==> config.mk <==
export PLATFORM = sky130hd
export DESIGN_NAME = vec_tile_buffer
export DESIGN_NICKNAME = d
export VERILOG_FILES = /design/src/rtl/vec_tile_pkg.sv /design/src/rtl/vtb_read_port.sv /design/src/rtl/vec_tile_buffer.sv
export SDC_FILE = /design/constraint.sdc
export NUM_CORES = 1
export LEC_CHECK = 0
export CAP_MARGIN = 15
export CORE_MARGIN = 2
export CORE_UTILIZATION = 45
export CTS_CLUSTER_SIZE = 14
export DETAILED_ROUTE_END_ITERATION = 7
export HOLD_SLACK_MARGIN = 0.12
export PLACE_DENSITY_LB_ADDON = 0.12
export SYNTH_ARGS = -nofsm -noshare
export SYNTH_HDL_FRONTEND = slang
export SYNTH_SLANG_ARGS = --single-unit
==> constraint.sdc <==
create_clock -name clk -period 2.9 [get_ports clk]
set_input_delay 0.435 -clock clk [delete_from_list [all_inputs] [get_ports clk]]
set_output_delay 0.435 -clock clk [all_outputs]
set_load 0.01 [all_outputs]
==> src/rtl/vec_tile_pkg.sv <==
//============================================================================
// Module   : vec_tile_pkg
// Brief    : Shared types and helpers for the vector tile loader/buffer/store.
// Revision : 1.0 - initial release
//============================================================================
`default_nettype none

package vec_tile_pkg;

  localparam int VTB_ELEM_W = 8;

  typedef logic [VTB_ELEM_W-1:0] vtb_elem_t;

  typedef enum logic [1:0] {
    ST_IDLE    = 2'd0,
    ST_FILLING = 2'd1,
    ST_READY   = 2'd2
  } vtb_state_e;

  // Plain constants for FSMs that keep a logic-typed state register.
  localparam logic [1:0] S_IDLE    = 2'd0;
  localparam logic [1:0] S_FILLING = 2'd1;
  localparam logic [1:0] S_READY   = 2'd2;

  function automatic int vtb_elem_count(input int tile_w, input int data_w);
    return tile_w / data_w;
  endfunction

endpackage

`default_nettype wire

==> src/rtl/vtb_read_port.sv <==
//============================================================================
// Module   : vtb_read_port
// Brief    : Registered element read mux with tile range check and zero-fill.
// Revision : 1.0 - initial release
//============================================================================
`default_nettype none

module vtb_read_port #(
  parameter int DATA_WIDTH = 8,
  parameter int MAX_TILES  = 4,
  parameter int ELEM_COUNT = 32
) (
  input  logic                          clk,
  input  logic                          rst_n,
  input  logic                          rd_en,
  input  logic [$clog2(MAX_TILES)-1:0]  rd_tile_idx,
  input  logic [$clog2(ELEM_COUNT)-1:0] rd_elem_idx,
  input  logic                          is_ready,
  input  logic [$clog2(MAX_TILES+1)-1:0] tile_count,
  input  logic [DATA_WIDTH-1:0]         buffer [MAX_TILES][ELEM_COUNT],
  output logic [DATA_WIDTH-1:0]         rd_data,
  output logic                          rd_valid
);

  localparam int c_cnt_w = $clog2(MAX_TILES + 1);

  logic w_hit;

  // Entries at or above tile_count may hold a previous vector's data.
  assign w_hit = is_ready && (c_cnt_w'(rd_tile_idx) < tile_count);

  always_ff @(posedge clk or negedge rst_n) begin
    if (!rst_n) begin
      rd_data  <= '0;
      rd_valid <= 1'b0;
    end else begin
      rd_valid <= rd_en;
      if (rd_en) begin
        rd_data <= w_hit ? buffer[rd_tile_idx][rd_elem_idx] : '0;
      end
    end
  end

endmodule

`default_nettype wire

==> src/rtl/vec_tile_buffer.sv <==
//============================================================================
// Module   : vec_tile_buffer
// Brief    : Captures loader tiles into a MAX_TILES register buffer and serves
//            1-cycle element reads once the vector is complete.
//            Optional: VTB_DROP_CNT_EN adds a saturating dropped-tile counter.
// Revision : 1.0 - initial release
//============================================================================
`default_nettype none

module vec_tile_buffer
  import vec_tile_pkg::*;
#(
  parameter  int TILE_WIDTH = 256,
  parameter  int DATA_WIDTH = 8,
  parameter  int MAX_TILES  = 4,
  localparam int ELEM_COUNT = vtb_elem_count(TILE_WIDTH, DATA_WIDTH)
) (
  input  logic                           clk,
  input  logic                           rst_n,
  input  logic                           start,
  input  logic                           tile_in,
  input  logic [DATA_WIDTH-1:0]          tile_data [ELEM_COUNT],
  input  logic                           load_done,
  input  logic                           rd_en,
  input  logic [$clog2(MAX_TILES)-1:0]   rd_tile_idx,
  input  logic [$clog2(ELEM_COUNT)-1:0]  rd_elem_idx,
  output logic [DATA_WIDTH-1:0]          rd_data,
  output logic                           rd_valid,
  output logic [$clog2(MAX_TILES+1)-1:0] tile_count,
  output logic                           ready,
  output logic                           busy,
`ifdef VTB_DROP_CNT_EN
  output logic [7:0]                     drop_count,
`endif
  output logic                           overflow
);

  localparam int c_idx_w = $clog2(MAX_TILES);
  localparam int c_cnt_w = $clog2(MAX_TILES + 1);
  localparam logic [c_cnt_w-1:0] c_max = c_cnt_w'(MAX_TILES);

  if (DATA_WIDTH != 8) begin : g_bad_data_width
    $fatal(1, "vec_tile_buffer: DATA_WIDTH must be 8");
  end
  if ((MAX_TILES < 2) || ((MAX_TILES & (MAX_TILES - 1)) != 0)) begin : g_bad_depth
    $fatal(1, "vec_tile_buffer: MAX_TILES must be a power of two >= 2");
  end
  if ((TILE_WIDTH % DATA_WIDTH) != 0) begin : g_bad_tile_width
    $fatal(1, "vec_tile_buffer: TILE_WIDTH must be a multiple of DATA_WIDTH");
  end

  logic [1:0]            r_state;
  logic [c_cnt_w-1:0]    r_tile_count;
  logic                  r_overflow;
  logic [DATA_WIDTH-1:0] r_buf [MAX_TILES][ELEM_COUNT];
  logic                  w_accept;
  logic                  w_store;

  assign w_accept = !start && (r_state == S_FILLING) && tile_in;
  assign w_store  = w_accept && (r_tile_count < c_max);

`ifdef VTB_DROP_CNT_EN
  logic [7:0] r_drop_count;
  assign drop_count = r_drop_count;
`endif

  always_ff @(posedge clk or negedge rst_n) begin
    if (!rst_n) begin
      r_state      <= S_IDLE;
      r_tile_count <= '0;
      r_overflow   <= 1'b0;
`ifdef VTB_DROP_CNT_EN
      r_drop_count <= 8'd0;
`endif
    end else if (start) begin
      r_state      <= S_FILLING;
      r_tile_count <= '0;
      r_overflow   <= 1'b0;
`ifdef VTB_DROP_CNT_EN
      r_drop_count <= 8'd0;
`endif
    end else if (r_state == S_FILLING) begin
      if (w_store) begin
        r_tile_count <= r_tile_count + 1'b1;
      end else if (w_accept) begin
        r_overflow <= 1'b1;
`ifdef VTB_DROP_CNT_EN
        if (r_drop_count != 8'hFF) begin
          r_drop_count <= r_drop_count + 8'd1;
        end
`endif
      end
      if (load_done) begin
        r_state <= S_READY;
      end
    end
  end

  always_ff @(posedge clk or negedge rst_n) begin
    if (!rst_n) begin
      for (int t = 0; t < MAX_TILES; t++) begin
        for (int e = 0; e < ELEM_COUNT; e++) begin
          r_buf[t][e] <= '0;
        end
      end
    end else if (w_store) begin
      r_buf[r_tile_count[c_idx_w-1:0]] <= tile_data;
    end
  end

  vtb_read_port #(
    .DATA_WIDTH (DATA_WIDTH),
    .MAX_TILES  (MAX_TILES),
    .ELEM_COUNT (ELEM_COUNT)
  ) u_read_port (
    .clk         (clk),
    .rst_n       (rst_n),
    .rd_en       (rd_en),
    .rd_tile_idx (rd_tile_idx),
    .rd_elem_idx (rd_elem_idx),
    .is_ready    (r_state == S_READY),
    .tile_count  (r_tile_count),
    .buffer      (r_buf),
    .rd_data     (rd_data),
    .rd_valid    (rd_valid)
  );

  assign tile_count = r_tile_count;
  assign overflow   = r_overflow;
  assign ready      = (r_state == S_READY);
  assign busy       = (r_state == S_FILLING);

endmodule

`default_nettype wire

# Yosys cells after proc, flatten, opt, wreduce, memory -nomap -nowiden
# Cells that the tools add are included.
# W data, S select, Z words.
# totals
register_bits,1039
latch_bits,0
ramBits,0
mem_bits_ro,0
in_bits,269
output_inout_bits,15
elab_cells,179
memories,0
# op_classes
n_addsub,1
multipliers,0
n_div,0
n_lt_le_gt_ge,6
eq_ne,3
shift,0
mux,20
n_bitwise,3
reduce_logical,13
# ops
op,count
$bwmux W1024,1
$mux W256,3
$bmux W256 S2,1
$demux W256 S2,1
$bmux W8 S5,1
$mux W8,3
$mux W3,3
$reduce_bool A2 Y1,4
$ge A3 B3 Y1 const B,2
$ge A6 B6 Y1 const B,1
$mux W2,3
$not A2 Y3,2
$not A5 Y6,1
$logic_and A1 B1 Y1,5
$mux W1,4
$reduce_and A2 Y1,2
$add A3 B1 Y3 const B,1
$lt A2 B3 Y1,1
$lt A3 B1 Y1 const B,1
$lt A3 B3 Y1 const B,1
$reduce_and A3 Y1,1
$eq A2 B1 Y1 const B,1
$eq A2 B2 Y1 const B,1
$ne A2 B2 Y1 const B,1
$logic_not A1 Y1,1

# Longest topological paths before layout
# Gate-level depths: netlist (run 1).
# depth
ltp_word,8
ltp_mapped,12
depth_no_buf,7

# Modules after synthesis
# Synthesis (run 1) repeated with hierarchy kept, for this count alone.
# unflattened
hier_cells,3026
hier_area_um2,48382.7
# modules_own_cells
module,instances,cells_each,area_each_um2
vec_tile_buffer,1,2195,39125.0
vtb_read_port,1,831,9257.6

# Worst setup path before layout (run 1)
# OpenSTA, ideal clock, no wires.
# synth_path
kind,input -> register
startpoint,in rd_tile_idx[0]
endpoint,reg u_read_port.rd_data[5]
setup_time_ps,137
arrival_ps,2300
slack_ps,462
path_stages,7
n_path_buf,2
cell_sequence,buf_6 buf_4 mux4_2 mux4_2 and3_1 a2111oi_2 o22ai_1
# synth_via
elab_chain_cells,8
elab_cells_between_ends,10
cone_classes,1 x order compare; 7 x mux; 1 x bitwise; 1 x reduce/logical
# synth_rtl
element,line,source
from (decl),vec_tile_buffer.sv:25,"input logic [$clog2(MAX_TILES)-1:0] rd_tile_idx,"
$not A2 Y3 (not written as such),vtb_read_port.sv:39,rd_data <= w_hit ? buffer[rd_tile_idx][rd_elem_idx] : '0;
$bmux W256 S2,vtb_read_port.sv:39,
$mux W256 (not written as such) (2 in a row),vtb_read_port.sv:39,
$bmux W8 S5,vtb_read_port.sv:39,
$mux W8 (not written as such) (2 in a row),vtb_read_port.sv:39,
$mux W8 (*),vtb_read_port.sv:39,
to (signal assigned),vtb_read_port.sv:39,
to (decl),vtb_read_port.sv:21,"output logic [DATA_WIDTH-1:0] rd_data,"
# Mark *: on every way between the ends. The rest lies on a longest branch, timed or not. The select of a mux whose other input is x is not followed.
# A chain may end at the register's enable or synchronous reset.

# Worst setup path in the final report (run 1)
# layout_path
startpoint,in rd_elem_idx[0]
endpoint,reg u_read_port.rd_data[1]
# layout_via
elab_chain_cells,5
# layout_rtl
element,line,source
from (decl),vec_tile_buffer.sv:26,"input logic [$clog2(ELEM_COUNT)-1:0] rd_elem_idx,"
$not A5 Y6 (not written as such),vtb_read_port.sv:39,
$bmux W8 S5,vtb_read_port.sv:39,
$mux W8 (not written as such) (2 in a row),vtb_read_port.sv:39,
$mux W8,vtb_read_port.sv:39,
# No other way between the ends. The select of a mux whose other input is x is not followed.

==> results of run 1 <==
metal layers:
layer | part of all wire (%) | GRT usage [%] | vias up | routed length [microns]
li1 | - | - | 12200 | -
met1 | 43 | 33.3 | 15400 | 57500
met2 | 50 | 43.2 | 602 | 66800
met3 | 4.7 | 4.60 | 204 | 6340
met4 | 2.7 | 7.71 | 24 | 3660
met5 | 0.11 | 0 | - | 146
power by group through the flow:
stage | Clock [mW] | Sequential (mW) | Combinational [mW]
2_1_floorplan | 0 | 19.4 | 4.89
3_3_place_gp | 0 | 19.7 | 7.02
3_5_place_dp | 0 | 20.1 | 7.37
4_1_cts | 14.7 | 19.9 | 7.42
5_1_grt | 15.3 | 20.3 | 7.92
6_report | 14.4 | 19.9 | 7.30
through the flow:
step                hold WS (ns)  cell area (sq um)  power (mW)  setup slack [ns]  TNS (ns)
CTS                        0.217              57000        42.0             0.292         0
global placement           0.345              53200        26.7            -0.410   -130.52
detailed placement         0.352              53200        27.5            -0.412   -107.87
finish                     0.241              57000        41.6             0.310         0
global route               0.250              57000        43.5             0.176         0
floorplan                  0.139              47000        24.3             0.462         0
cells in the final DEF, fill, tap and decap left out, types with 4 or more instances in the layout:
master and n:
sky130_fd_sc_hd__inv_1 6, sky130_fd_sc_hd__o21ai_1 17, sky130_fd_sc_hd__dfrtp_1 1039, sky130_fd_sc_hd__a32oi_1 7
sky130_fd_sc_hd__mux4_2 195, sky130_fd_sc_hd__a2111oi_0 5, sky130_fd_sc_hd__a221o_1 13, sky130_fd_sc_hd__mux2_2 66
sky130_fd_sc_hd__o21ai_0 14, sky130_fd_sc_hd__o221a_2 6, sky130_fd_sc_hd__o31ai_1 7, sky130_fd_sc_hd__mux2_1 1016
sky130_fd_sc_hd__clkdlybuf4s50_1 277, sky130_fd_sc_hd__nor3_1 22, sky130_fd_sc_hd__o22ai_1 23, sky130_fd_sc_hd__ha_1 5
sky130_fd_sc_hd__nand3_1 7, sky130_fd_sc_hd__nor2_1 40, sky130_fd_sc_hd__clkinv_2 16, sky130_fd_sc_hd__clkbuf_1 29
sky130_fd_sc_hd__buf_12 76, sky130_fd_sc_hd__o32a_1 6, sky130_fd_sc_hd__nand2_1 47, sky130_fd_sc_hd__a221oi_1 21
sky130_fd_sc_hd__a21oi_1 42, sky130_fd_sc_hd__diode_2 7, sky130_fd_sc_hd__a31oi_1 7, sky130_fd_sc_hd__clkbuf_8 34
sky130_fd_sc_hd__nor2b_1 14, sky130_fd_sc_hd__mux2i_1 115, sky130_fd_sc_hd__clkbuf_16 119, sky130_fd_sc_hd__a211oi_1 7
sky130_fd_sc_hd__nand2_4 4, sky130_fd_sc_hd__buf_4 140, sky130_fd_sc_hd__a211o_1 7, sky130_fd_sc_hd__o221ai_1 15
sky130_fd_sc_hd__a2bb2oi_1 8
layout make-up:
class                      instances  area [sq um]
tap                             1380          1730
multi-input combinational       1761         20100
sequential                      1039         26000
antenna                            7          17.5
clock inverter                    22           194
fill                            8342         46600
inverter                           9          33.8
clock buffer                     182          3550
timing repair buffer             498          5410
cells by family after synthesis:
kind of cell | share of synthesized area, %
muxes | 37.7
DFF | 55.3
buffers and inverters | 2.17
AOI/OAI and AO/OA | 3.30
and+or+nand+nor | 1.42
adders and majority gates | 0.133
xor gates and xnor gates | 0.0186
worst max-delay path, delay by kind of cell:
| family | cells | cell delay, ns |
|---|---|---|
| buffers and inverters | 3 | 0.84 |
| multiplexers | 1 | 0.12 |
| AND/OR/NAND/NOR | 2 | 0.59 |
| AO/OA/AOI/OAI | 3 | 1.17 |
sequential cells by signal (all words and copies together) (netlist names):
register and count:
overflow 1, r_buf 1024, r_state 2, tile_count 3
u_read_port.rd_data 8, u_read_port.rd_valid 1
timing repair:
| item | CTS | global route |
|---|---|---|
| endpoints found under the setup margin | 132 | 0 |
| resized for setup | 1 | 0 |
| hold endpoints to repair | 168 | 0 |
| hold buffers | 1 | 0 |
how the worst max path moves through the flow:
stage                        start                endpoint  depth (start not counted)
finish              rd_elem_idx[0]  u_read_port.rd_data[1]                          9
detailed placement  rd_elem_idx[0]  u_read_port.rd_data[1]                          9
global route        rd_elem_idx[0]  u_read_port.rd_data[1]                          9
CTS                     r_state[1]                   ready                          2
floorplan           rd_tile_idx[0]  u_read_port.rd_data[5]                          7
global placement    rd_elem_idx[0]  u_read_port.rd_data[1]                          9
==> results.txt, run 1 <==
----------------------------------------------------
[Run status]
  Status ... finished, final reports clean

[Drt]
  Number of vias in the routed layout ... 28400
  WL/cell ... roughly 27 microns
  Routed WL ... between 100 and 150 mm
  Count of routing violations after the opening detailed-route iteration ... roughly 1600
  Avg Vias per Cell ... about 5.8
  Total DRC errors in the routed layout ... 0
  Drt first pass iters ... 5
  Number of antenna-violating nets in the routed design ... 0

[Placement]
  Detailed placement HPWL ... 94.8 mm
  Routability cong. ... between 0.8 and 0.9
  Count of buffers inserted at the top-level ports ... ~280
  Number of placed cells counting well taps ... 4686

[CTS]
  Max H-tree Level ... 3
  Clock sinks ... 1039
  Total clock buffers created by CTS ... 114
  Clock tree from TritonCTS ... done
  Max Buffers Root-to-Sink ... 3
  Clock edge transition at the registers on the reported setup and hold paths ... 0.06 ns
  Post-CTS Setup Bufs ... 0
  Root Buffer ... sky130_fd_sc_hd__clkbuf_16
  Worst-Skew Late Latency ... between 0.6 and 0.7 ns

[Timing]
  Share of the cycle needed by the critical path after routing ... roughly nine tenths
  Transition time of the tightest slew-check pin ... approximately 0.94 ns
  Final hold violation count ... 0
  Max Slew Vio Count ... 0
  Worst max-slew margin expressed relative to the limit ... around 37%
  Final setup violating endpoints ... 0
  Highest achievable clock rate ... just under 0.4 GHz
  Minimum period implied by the final worst setup slack ... about 2.6 ns
  Unrepaired setup endpoints after global routing ... no
  Clock skew ... ~0.027 ns

[Cells and area]
  Number of standard cells in the layout, taps in and fillers out ... between 4000 and 5000
  Number of nets in the layout ... around 3700
  Fraction of layout cells with a size suffix above 1 ... roughly 19%
  Synth-to-Final Area Change ... 21.2%
  Final Util ... 55.0%

[Global route]
  Maximum number of pins on one net before global-route repair ... 137
  Vias in the first global route ... around 32000
  First-pass GRT wire length ... about 200 mm
  Global router's overall resource usage ... 25.4%
  Overflow left after global routing ... 0
  Number of antenna violations at the first check in global routing ... 27

[Floorplanning]
  Core Region ... approximately 0.10 sq mm
  Initial core utilization ... between 40% and 50%
  Cell Rows ... approximately 120
  Boundary pin count ... between 200 and 300
  Vertical die dimension ... roughly 330 microns
  Die outline area ... roughly 0.11 sq mm
  Die outline width ... between 300 and 400 microns

[Power and ir drop]
  Lkg Pwr ... 26.6 nW
  Power density over the cells ... about 730 mW/mm^2
  Fraction of power consumed by combinational cells ... roughly 18%
  Clk pwr share ... around a third
  Sw Share ... 25.7%
  Switching power ... around 11 mW
  Design internal power ... 30.9 mW
  IR Drop Worst-Case VDD ... 0.442 mV
  Reg power frac ... between 40% and 50%

[Worst setup path]
  Kind of critical path ... in -> reg
  Reg-to-reg endpoint ... r_buf[334]
  Startpoint type of the worst setup path ... primary input
  Maximum single-stage delay on the critical path ... a little over 0.8 ns
  Crit-path max FO ... 17
  FF-to-FF Start ... r_state[0]
  Sequence of cells on the critical path ... buf_4, nand2b_2, buf_12, o22ai_1, mux2i_1, a221oi_1, buf_4, a2111oi_0, nor3_1
  Worst path slowest cell ... sky130_fd_sc_hd__a221oi_1
  Worst R2R Setup Slack ... 0.35 ns
  Crit end category ... flip-flop
  R2r worst-path depth ... 7
  Most numerous cell on the critical path ... sky130_fd_sc_hd__buf_4
  Worst endpoint data arrival time ... approximately 3.2 ns
  Req. time, crit path ... approximately 3.5 ns

[Min path]
  Class of the most critical hold timing path ... in -> async

[Yosys]
  Most common cell in the netlist ... sky130_fd_sc_hd__dfrtp_1
  Warnings from Yosys ... 0
  Largest area contributor in the synthesized netlist ... sky130_fd_sc_hd__dfrtp_1
  Most used flip-flop cell after synthesis ... sky130_fd_sc_hd__dfrtp_1
  Sequential cell area fraction in the yosys report ... between 50% and 60%
  Post-synthesis cell area ... ~0.047 sq mm
  Most area-consuming cells after synthesis ... sky130_fd_sc_hd__dfrtp_1 (55%), sky130_fd_sc_hd__mux2_1 (24%), sky130_fd_sc_hd__mux4_2 (9.3%)
  Number of nets produced by synthesis ... 3297
  Area share of the leading cell type in the synthesized netlist ... a little under three fifths
  Number of flip-flops and latches in the synthesized netlist ... 1039
  Cells after Synth ... 3023
  Synthesized area per cell ... between 15 and 20 sq um
  Number of synthesized flops with an enable pin ... 0
  Number of library cell types mapped by synthesis ... 49
  Top cells by instance count after synthesis ... sky130_fd_sc_hd__dfrtp_1 (1039), sky130_fd_sc_hd__mux2_1 (1016), sky130_fd_sc_hd__mux4_2 (195), sky130_fd_sc_hd__mux2i_1 (115), sky130_fd_sc_hd__clkbuf_1 (105)
  Async set-reset flop share out of synthesis ... 100%

[Flow run]
  Maximum capacitance violations ... 0

----------------------------------------------------
No activity file was read; power rests on OpenSTA's default activity.
==> run 2, diff against run 1 <==
--- a/config.mk
+++ b/config.mk
@@ -5,9 +5,10 @@
 export SDC_FILE = /design/constraint.sdc
 export NUM_CORES = 1
 export LEC_CHECK = 0
+export ABC_CLOCK_PERIOD_IN_PS = 2900
 export CAP_MARGIN = 15
 export CORE_MARGIN = 2
-export CORE_UTILIZATION = 45
+export CORE_UTILIZATION = 60
 export CTS_CLUSTER_SIZE = 14
 export DETAILED_ROUTE_END_ITERATION = 7
 export HOLD_SLACK_MARGIN = 0.12
==> results.txt, run 2 (synthesized netlist as in run 1, its figures left out) <==
----------------------------------------------------
[Floorplanning]
  Cell Rows ... 102 (was 118)
  Initial core utilization ... 60.6% (was 45.4%)
  Vertical die dimension ... 284 microns (was 327 microns)
  Core Region ... 0.0776 sq mm (was 0.104 sq mm)
  Boundary pin count ... 284 (unchanged)
  Die outline width ... 284 microns (was 327 microns)
  Die outline area ... 0.0807 sq mm (was 0.107 sq mm)

[Worst setup path]
  Worst path slowest cell ... sky130_fd_sc_hd__a211oi_1 (was sky130_fd_sc_hd__a221oi_1)
  Crit-path max FO ... 22 (was 17)
  Most numerous cell on the critical path ... sky130_fd_sc_hd__buf_12 (was sky130_fd_sc_hd__buf_4)
  Startpoint type of the worst setup path ... primary input (unchanged)
  Maximum single-stage delay on the critical path ... 0.63 ns (was 0.81 ns)
  Req. time, crit path ... 3.42 ns (was 3.51 ns)
  Crit path max-delay family ... compound AO/OA/AOI/OAI gates (unchanged)
  Number of buffer and inverter stages on the critical path ... 4 (was 3)
  Crit end category ... flip-flop (unchanged)
  Kind of critical path ... in -> reg (unchanged)
  Worst endpoint data arrival time ... 3.19 ns (was 3.20 ns)
  Sequence of cells on the critical path ... buf_8, buf_12, buf_12, buf_12, mux2_1, a221o_1, a21oi_1, o31ai_1, a211oi_1, nor3_1 (was buf_4, nand2b_2, buf_12, o22ai_1, mux2i_1, a221oi_1, buf_4, a2111oi_0, nor3_1)

[Cells and area]
  Synth-to-Final Area Change ... 20.0% (was 21.2%)
  Combined area of the multi-input logic cells ... 0.0201 sq mm (about the same)
  Number of standard cells in the layout, taps in and fillers out ... 4529 (was 4898)
  Most common library cell in the layout ignoring fill and taps ... sky130_fd_sc_hd__dfrtp_1 (unchanged)
  Sequential standard cell area ... 0.0260 sq mm (unchanged)
  Final Util ... 72.7% (was 55.0%)
  Max reg flops ... 1024 (unchanged)
  Largest register by flop count ... r_buf (unchanged)
  Fraction of layout cells with a size suffix above 1 ... 18.4% (was 19.2%)
  Fillers ... 4857 (was 8342)
  Number of nets in the layout ... 3661 (was 3697)
  Highest-count cells in the layout ignoring fill and taps ... sky130_fd_sc_hd__dfrtp_1 (1039), sky130_fd_sc_hd__mux2_1 (1016), sky130_fd_sc_hd__clkdlybuf4s50_1 (278), sky130_fd_sc_hd__mux4_2 (195) (was sky130_fd_sc_hd__dfrtp_1 (1039), sky130_fd_sc_hd__mux2_1 (1016), sky130_fd_sc_hd__clkdlybuf4s50_1 (277), sky130_fd_sc_hd__mux4_2 (195), sky130_fd_sc_hd__buf_4 (140))

[Timing]
  Transition time of the tightest slew-check pin ... 1.02 ns (was 0.941 ns)
  Minimum period implied by the final worst setup slack ... 2.68 ns (was 2.59 ns)
  Final hold violation count ... 0 (unchanged)
  Fin Setup TNS ... 0 ns (unchanged)
  Worst max-slew margin expressed relative to the limit ... 32.2% (was 37.2%)
  Share of the cycle needed by the critical path after routing ... 92.3% (was 89.3%)
  Highest achievable clock rate ... 0.374 GHz (was 0.386 GHz)
  Final Hold Slack ... 0.372 ns (was 0.241 ns)
  Clock skew ... 0.0208 ns (was 0.0274 ns)
  Unrepaired setup endpoints after global routing ... no (unchanged)
  Final setup violating endpoints ... 0 (unchanged)
  Max Slew Vio Count ... 0 (unchanged)

[Global route]
  Overflow left after global routing ... 0 (unchanged)
  Maximum number of pins on one net before global-route repair ... 105 (was 137)
  Vias in the first global route ... 31300 (was 31600)
  Number of antenna violations at the first check in global routing ... 26 (was 27)
  First-pass GRT wire length ... 194 mm (was 205 mm)
  Global router's overall resource usage ... 31.6% (was 25.4%)

[Power and ir drop]
  IR Drop Worst-Case VDD ... 0.587 mV (was 0.442 mV)
  Lkg Pwr ... 26.5 nW (was 26.6 nW)
  Total Power ... 42.1 mW (was 41.6 mW)
  Power density over the cells ... 746 mW/mm^2 (was 729 mW/mm^2)

[Placement]
  Count of buffers inserted at the top-level ports ... 283 (unchanged)
  Number of placed cells counting well taps ... 4317 (was 4686)
  Routability cong. ... 0.859 (was 0.842)
  Detailed placement HPWL ... 87.4 mm (was 94.8 mm)

[Drt]
  Count of routing violations after the opening detailed-route iteration ... 2069 (was 1577)
  Highest routed metal layer ... met5 (unchanged)
  Number of antenna-violating nets in the routed design ... 0 (unchanged)
  Met2 WL post-DR ... 62.4 mm (was 66.8 mm)
  Total DRC errors in the routed layout ... 0 (unchanged)
  Drt first pass iters ... 5 (unchanged)
  Number of vias in the routed layout ... 28600 (was 28400)
  Routed WL ... 125 mm (was 134 mm)
  Routed met3 length ... 7.71 mm (was 6.34 mm)
  Wl on met1 ... 50.8 mm (was 57.5 mm)
  Avg Vias per Cell ... 6.31 (was 5.80)
  WL/cell ... 27.7 microns (was 27.4 microns)

[CTS]
  Worst-Skew Late Latency ... 0.66 ns (was 0.69 ns)
  Clock sinks ... 1039 (unchanged)
  Clock edge transition at the registers on the reported setup and hold paths ... 0.06 ns (about the same)
  Total clock buffers created by CTS ... 106 (was 114)
  Post-CTS Setup Bufs ... 0 (unchanged)
  Max Buffers Root-to-Sink ... 3 (unchanged)
  Root Buffer ... sky130_fd_sc_hd__clkbuf_16 (unchanged)
  Clock tree from TritonCTS ... done (unchanged)
  Max H-tree Level ... 3 (unchanged)

[Run status]
  Status ... finished, final reports clean (unchanged)

[Min path]
  Class of the most critical hold timing path ... in -> async (unchanged)

[Flow run]
  Maximum capacitance violations ... 0 (unchanged)

----------------------------------------------------
## run 2: cell types whose count changed in the layout (fill, tap and decap cells not counted), sizes merged
cell / change
inv: -1
bufinv: +16
clkbuf: -24
clkdlybuf4s50: +1
diode: +9
clkinv: -1
buf: -29
## run 2: worst paths after layout
path | from | endpoint | slack (ns) | cells after the start
max reg2reg | r_buf[34] | u_read_port.rd_data[2] | 0.32 | 6
min in group clk | load_done | r_state[1] | 0.42 | 3
min reg2reg | r_buf[284] | r_buf[284] | 0.48 | 1
min | rst_n | r_buf[498] | 0.37 | 2
max in group asynchronous | rst_n | r_buf[412] | 1.44 | 3
max | rd_tile_idx[0] | u_read_port.rd_data[4] | 0.22 | 10
## run 2: metrics by stage
step	setup WS (ns)	cell area, sq um
6_report	0.224	56400
5_1_grt	0.120	56400
4_1_cts	0.0176	56400
3_5_place_dp	-0.403	52500
3_3_place_gp	-0.428	52500
2_1_floorplan	0.462	47000
## run 2: area by class of cell
class,instances,share of cell area (%)
Inverter,9,0.0598
Clock inverter,36,1.18
Multi-Input combinational cell,1761,35.5
Sequential cell,1039,46.1
Antenna cell,16,0.0709
Timing Repair Buffer,470,9.12
Clock buffer,158,5.66
Tap cell,1040,2.31
## run 2: power breakdown
| group | switching [mW] | internal [mW] |
|---|---|---|
| clock network | 5.65 | 9.27 |
| logic | 3.04 | 4.20 |
| registers | 1.88 | 18.1 |
## run 2: timing repair
action                                  4_1_cts  5_1_grt
resized for setup                             0        1
hold endpoints to repair                     53        0
endpoints found under the setup margin        0        2
hold buffers                                  1        0
## run 2: routing by layer
metal  up-vias  GRT usage, %
met1     15400          41.7
met5         -             0
met4        22          11.3
met2       869          52.8
met3       225          6.05
li1      12100             -
==> run 3, diff against run 2 <==
--- a/config.mk
+++ b/config.mk
@@ -15,4 +15,5 @@
 export PLACE_DENSITY_LB_ADDON = 0.12
 export SYNTH_ARGS = -nofsm -noshare
 export SYNTH_HDL_FRONTEND = slang
+export SYNTH_HIERARCHICAL = 1
 export SYNTH_SLANG_ARGS = --single-unit
==> results.txt, run 3 <==
----------------------------------------------------
[Global route]
  Vias in the first global route ... 31200 (was 31300)
  Maximum number of pins on one net before global-route repair ... 80 (was 105)
  First-pass GRT wire length ... 195 mm (was 194 mm)
  Overflow left after global routing ... 0 (unchanged)
  Number of antenna violations at the first check in global routing ... 23 (was 26)
  Global router's overall resource usage ... 31.1% (was 31.6%)

[Min path]
  Class of the most critical hold timing path ... in -> async (unchanged)

[Cells and area]
  Fraction of layout cells with a size suffix above 1 ... 46.5% (was 18.4%)
  Number of nets in the layout ... 3679 (was 3661)
  Max reg flops ... 1024 (unchanged)
  Fillers ... 5149 (was 4857)
  Final design instance area without fill ... 0.0571 sq mm (was 0.0564 sq mm)
  Most common library cell in the layout ignoring fill and taps ... sky130_fd_sc_hd__dfrtp_1 (unchanged)
  Highest-count cells in the layout ignoring fill and taps ... sky130_fd_sc_hd__dfrtp_1 (1039), sky130_fd_sc_hd__mux2_2 (801), sky130_fd_sc_hd__clkdlybuf4s50_1 (278), sky130_fd_sc_hd__mux2_4 (240), sky130_fd_sc_hd__mux4_2 (191) (was sky130_fd_sc_hd__dfrtp_1 (1039), sky130_fd_sc_hd__mux2_1 (1016), sky130_fd_sc_hd__clkdlybuf4s50_1 (278), sky130_fd_sc_hd__mux4_2 (195))
  Final Util ... 71.3% (was 72.7%)
  Synth-to-Final Area Change ... 18.1% (was 20.0%)
  Largest register by flop count ... r_buf (unchanged)

[Drt]
  Avg Vias per Cell ... 6.28 (was 6.31)
  Drt first pass iters ... 5 (unchanged)
  Routed WL ... 127 mm (was 125 mm)
  Count of routing violations after the opening detailed-route iteration ... 1910 (was 2069)
  Number of vias in the routed layout ... 28700 (was 28600)
  WL/cell ... 27.8 microns (was 27.7 microns)
  Number of antenna-violating nets in the routed design ... 0 (unchanged)
  Total DRC errors in the routed layout ... 0 (unchanged)

[Worst setup path]
  Worst endpoint data arrival time ... 3.46 ns (was 3.19 ns)
  Crit end category ... flip-flop (unchanged)
  Maximum single-stage delay on the critical path ... 0.85 ns (was 0.63 ns)
  Sequence of cells on the critical path ... clkdlybuf4s50_1, buf_12, nor2_1, nand2_1, buf_4, a311oi_1, buf_4, o21bai_1, o311a_1 (was buf_8, buf_12, buf_12, buf_12, mux2_1, a221o_1, a21oi_1, o31ai_1, a211oi_1, nor3_1)
  Startpoint type of the worst setup path ... primary input (unchanged)
  Crit path max-delay family ... simple AND/OR/NAND/NOR gates (was compound AO/OA/AOI/OAI gates)
  Most numerous cell on the critical path ... sky130_fd_sc_hd__buf_4 (was sky130_fd_sc_hd__buf_12)
  R2r worst-path depth ... 7 (was 6)
  Worst path slowest cell ... sky130_fd_sc_hd__nor2_1 (was sky130_fd_sc_hd__a211oi_1)
  Req. time, crit path ... 3.45 ns (was 3.42 ns)
  WP depth ... 9 (was 10)
  Kind of critical path ... in -> reg (unchanged)
  Crit-path max FO ... 12 (was 22)
  Number of buffer and inverter stages on the critical path ... 4 (unchanged)

[Timing]
  Fin Setup TNS ... -0.0168 ns (was 0 ns)
  Minimum period implied by the final worst setup slack ... 2.92 ns (was 2.68 ns)
  Final hold violation count ... 0 (unchanged)
  Transition time of the tightest slew-check pin ... 1.14 ns (was 1.02 ns)
  Clock skew ... 0.0200 ns (was 0.0208 ns)
  Worst max-slew margin expressed relative to the limit ... 23.9% (was 32.2%)
  Share of the cycle needed by the critical path after routing ... 101% (was 92.3%)
  Unrepaired setup endpoints after global routing ... no (unchanged)
  Final setup violating endpoints ... 1 (was 0)
  Post-layout worst setup margin ... -0.0168 ns (was 0.224 ns)
  Final Hold Slack ... 0.380 ns (was 0.372 ns)
  Highest achievable clock rate ... 0.343 GHz (was 0.374 GHz)
  Max Slew Vio Count ... 0 (unchanged)

[Power and ir drop]
  Total Power ... 42.7 mW (was 42.1 mW)
  Fraction of power consumed by combinational cells ... 20.8% (was 17.2%)
  Design internal power ... 31.9 mW (was 31.5 mW)
  Reg power frac ... 47.0% (was 47.4%)
  Clk pwr share ... 32.2% (was 35.5%)
  Power density over the cells ... 747 mW/mm^2 (was 746 mW/mm^2)
  IR Drop Worst-Case VDD ... 0.521 mV (was 0.587 mV)
  Switching power ... 10.8 mW (was 10.6 mW)
  Lkg Pwr ... 27.0 nW (was 26.5 nW)
  Sw Share ... 25.3% (was 25.1%)

[Floorplanning]
  Cell Rows ... 104 (was 102)
  Boundary pin count ... 284 (unchanged)
  Core Region ... 0.0802 sq mm (was 0.0776 sq mm)
  Die outline width ... 288 microns (was 284 microns)
  Die outline area ... 0.0829 sq mm (was 0.0807 sq mm)
  Initial core utilization ... 60.4% (was 60.6%)
  Vertical die dimension ... 288 microns (was 284 microns)

[Yosys]
  Async set-reset flop share out of synthesis ... 100% (unchanged)
  Largest area contributor in the synthesized netlist ... sky130_fd_sc_hd__dfrtp_1 (unchanged)
  Most common cell in the netlist ... sky130_fd_sc_hd__dfrtp_1 (unchanged)
  Number of flip-flops and latches in the synthesized netlist ... 1039 (unchanged)
  Number of library cell types mapped by synthesis ... 59 (was 49)
  Most area-consuming cells after synthesis ... sky130_fd_sc_hd__dfrtp_1 (54%), sky130_fd_sc_hd__mux2_2 (19%), sky130_fd_sc_hd__mux4_2 (8.9%) (was sky130_fd_sc_hd__dfrtp_1 (55%), sky130_fd_sc_hd__mux2_1 (24%), sky130_fd_sc_hd__mux4_2 (9.3%))
  Post-synthesis cell area ... 0.0484 sq mm (was 0.0470 sq mm)
  Number of synthesized flops with an enable pin ... 0 (unchanged)
  Top cells by instance count after synthesis ... sky130_fd_sc_hd__dfrtp_1 (1039), sky130_fd_sc_hd__mux2_2 (801), sky130_fd_sc_hd__mux2_4 (240), sky130_fd_sc_hd__mux4_2 (191), sky130_fd_sc_hd__mux2i_1 (163) (was sky130_fd_sc_hd__dfrtp_1 (1039), sky130_fd_sc_hd__mux2_1 (1016), sky130_fd_sc_hd__mux4_2 (195), sky130_fd_sc_hd__mux2i_1 (115), sky130_fd_sc_hd__clkbuf_1 (105))
  Cells after Synth ... 3026 (was 3023)
  Warnings from Yosys ... 6 (was 0)
  Sequential cell area fraction in the yosys report ... 53.7% (was 55.3%)
  Most used flip-flop cell after synthesis ... sky130_fd_sc_hd__dfrtp_1 (unchanged)
  Number of nets produced by synthesis ... 3300 (was 3297)
  Synthesized area per cell ... 16.0 sq um (was 15.6 sq um)
  Area share of the leading cell type in the synthesized netlist ... 53.7% (was 55.3%)

[CTS]
  Clock sinks ... 1039 (unchanged)
  Root Buffer ... sky130_fd_sc_hd__clkbuf_16 (unchanged)
  Post-CTS Setup Bufs ... 0 (unchanged)
  Max H-tree Level ... 3 (unchanged)
  # resized after CTS ... 0 (unchanged)
  Total clock buffers created by CTS ... 106 (unchanged)
  Worst-Skew Late Latency ... 0.66 ns (about the same)
  Clock edge transition at the registers on the reported setup and hold paths ... 0.06 ns (about the same)
  Max Buffers Root-to-Sink ... 3 (unchanged)
  Cts-stage hold buffer count ... 1 (unchanged)
  Clock tree from TritonCTS ... done (unchanged)

[Run status]
  Status ... finished, violations left (was finished, final reports clean)
  Failing checks ... negative setup slack

[Flow run]
  Maximum capacitance violations ... 0 (unchanged)

[Placement]
  Routability cong. ... 0.846 (was 0.859)
  Detailed placement HPWL ... 86.8 mm (was 87.4 mm)
  Post-DP Area ... 0.0536 sq mm (was 0.0525 sq mm)
  Count of buffers inserted at the top-level ports ... 283 (unchanged)

----------------------------------------------------
[run 3: cell count changes after synthesis, moves of 15 or more]
cell,change
sky130_fd_sc_hd__o221ai_1,+24
sky130_fd_sc_hd__mux2_2,+735
sky130_fd_sc_hd__mux2_1,-1016
sky130_fd_sc_hd__buf_1,-51
sky130_fd_sc_hd__buf_2,+75
sky130_fd_sc_hd__buf_6,+35
sky130_fd_sc_hd__clkbuf_1,-54
sky130_fd_sc_hd__mux2_4,+240
sky130_fd_sc_hd__nor2_1,-15
sky130_fd_sc_hd__mux2i_1,+48
sky130_fd_sc_hd__o21ai_1,-17
[run 3: power by group through the flow]
stage          combinational (mW)  clock (mW)  sequential (mW)
3_3_place_gp                 8.49           0             19.8
2_1_floorplan                6.48           0             19.5
3_5_place_dp                 8.87           0             20.2
5_1_grt                      9.46        14.6             20.4
6_report                     8.89        13.8             20.1
4_1_cts                      8.93        14.0             20.0
[run 3: final cells by class]
| cell class | count | area [sq um] | area share [%] |
|---|---|---|---|
| diodes | 11 | 27.5 | 0.0482 |
| clock buffers | 158 | 3140 | 5.50 |
| clock inverters | 36 | 368 | 0.644 |
| inverters | 8 | 30.0 | 0.0526 |
| multi-input cells | 1757 | 21000 | 36.7 |
| flip-flops and latches | 1039 | 26000 | 45.5 |
| well taps | 1060 | 1330 | 2.32 |
| repair buffers | 493 | 5260 | 9.21 |
[run 3: metrics by stage]
stage / setup WS [ns] / instances
final: -0.0168 / 4562
after detailed placement: -0.449 / 4356
after global placement: -0.439 / 4356
after floorplan: 0.421 / 3026
after CTS: 0.218 / 4551
after global routing: 0.0442 / 4558
[run 3: path summary, 6_finish.rpt]
kind                                                to  slack (ns)           start
min in group clk                            r_state[0]        0.42       load_done
worst max register to register  u_read_port/rd_data[5]        0.38      r_buf[205]
worst min register to register                overflow        0.49        overflow
worst max-delay path            u_read_port/rd_data[7]       -0.02  rd_elem_idx[3]
worst min-delay path                        r_buf[634]        0.38           rst_n
max in group asynchronous                   r_buf[143]        1.43           rst_n
[run 3: kinds of logic (layout without fill, tap and decap cells)]
| family | Yosys count | in the layout | synth area share, % |
|---|---|---|---|
| XOR/XNOR | 1 | 1 | 0.0181 |
| adder cells (fa/ha/maj) | 5 | 5 | 0.129 |
| AND/OR/NAND/NOR | 140 | 140 | 1.51 |
| multiplexers | 1395 | 1395 | 38.4 |
| buffers and inverters | 230 | 695 | 2.93 |
| flip-flops | 1039 | 1039 | 53.7 |
| other | 0 | 11 | 0 |
| AO/OA/AOI/OAI | 216 | 216 | 3.32 |
[run 3: per-layer routing]
metal	part of all wire, %	routed length [microns]	GRT usage [%]	vias up
met5	0.12	153	0	-
met2	49	62600	50.7	839
li1	-	-	-	12200
met1	41	52400	42.4	15400
met3	6.1	7780	5.78	217
met4	3.0	3860	10.4	24
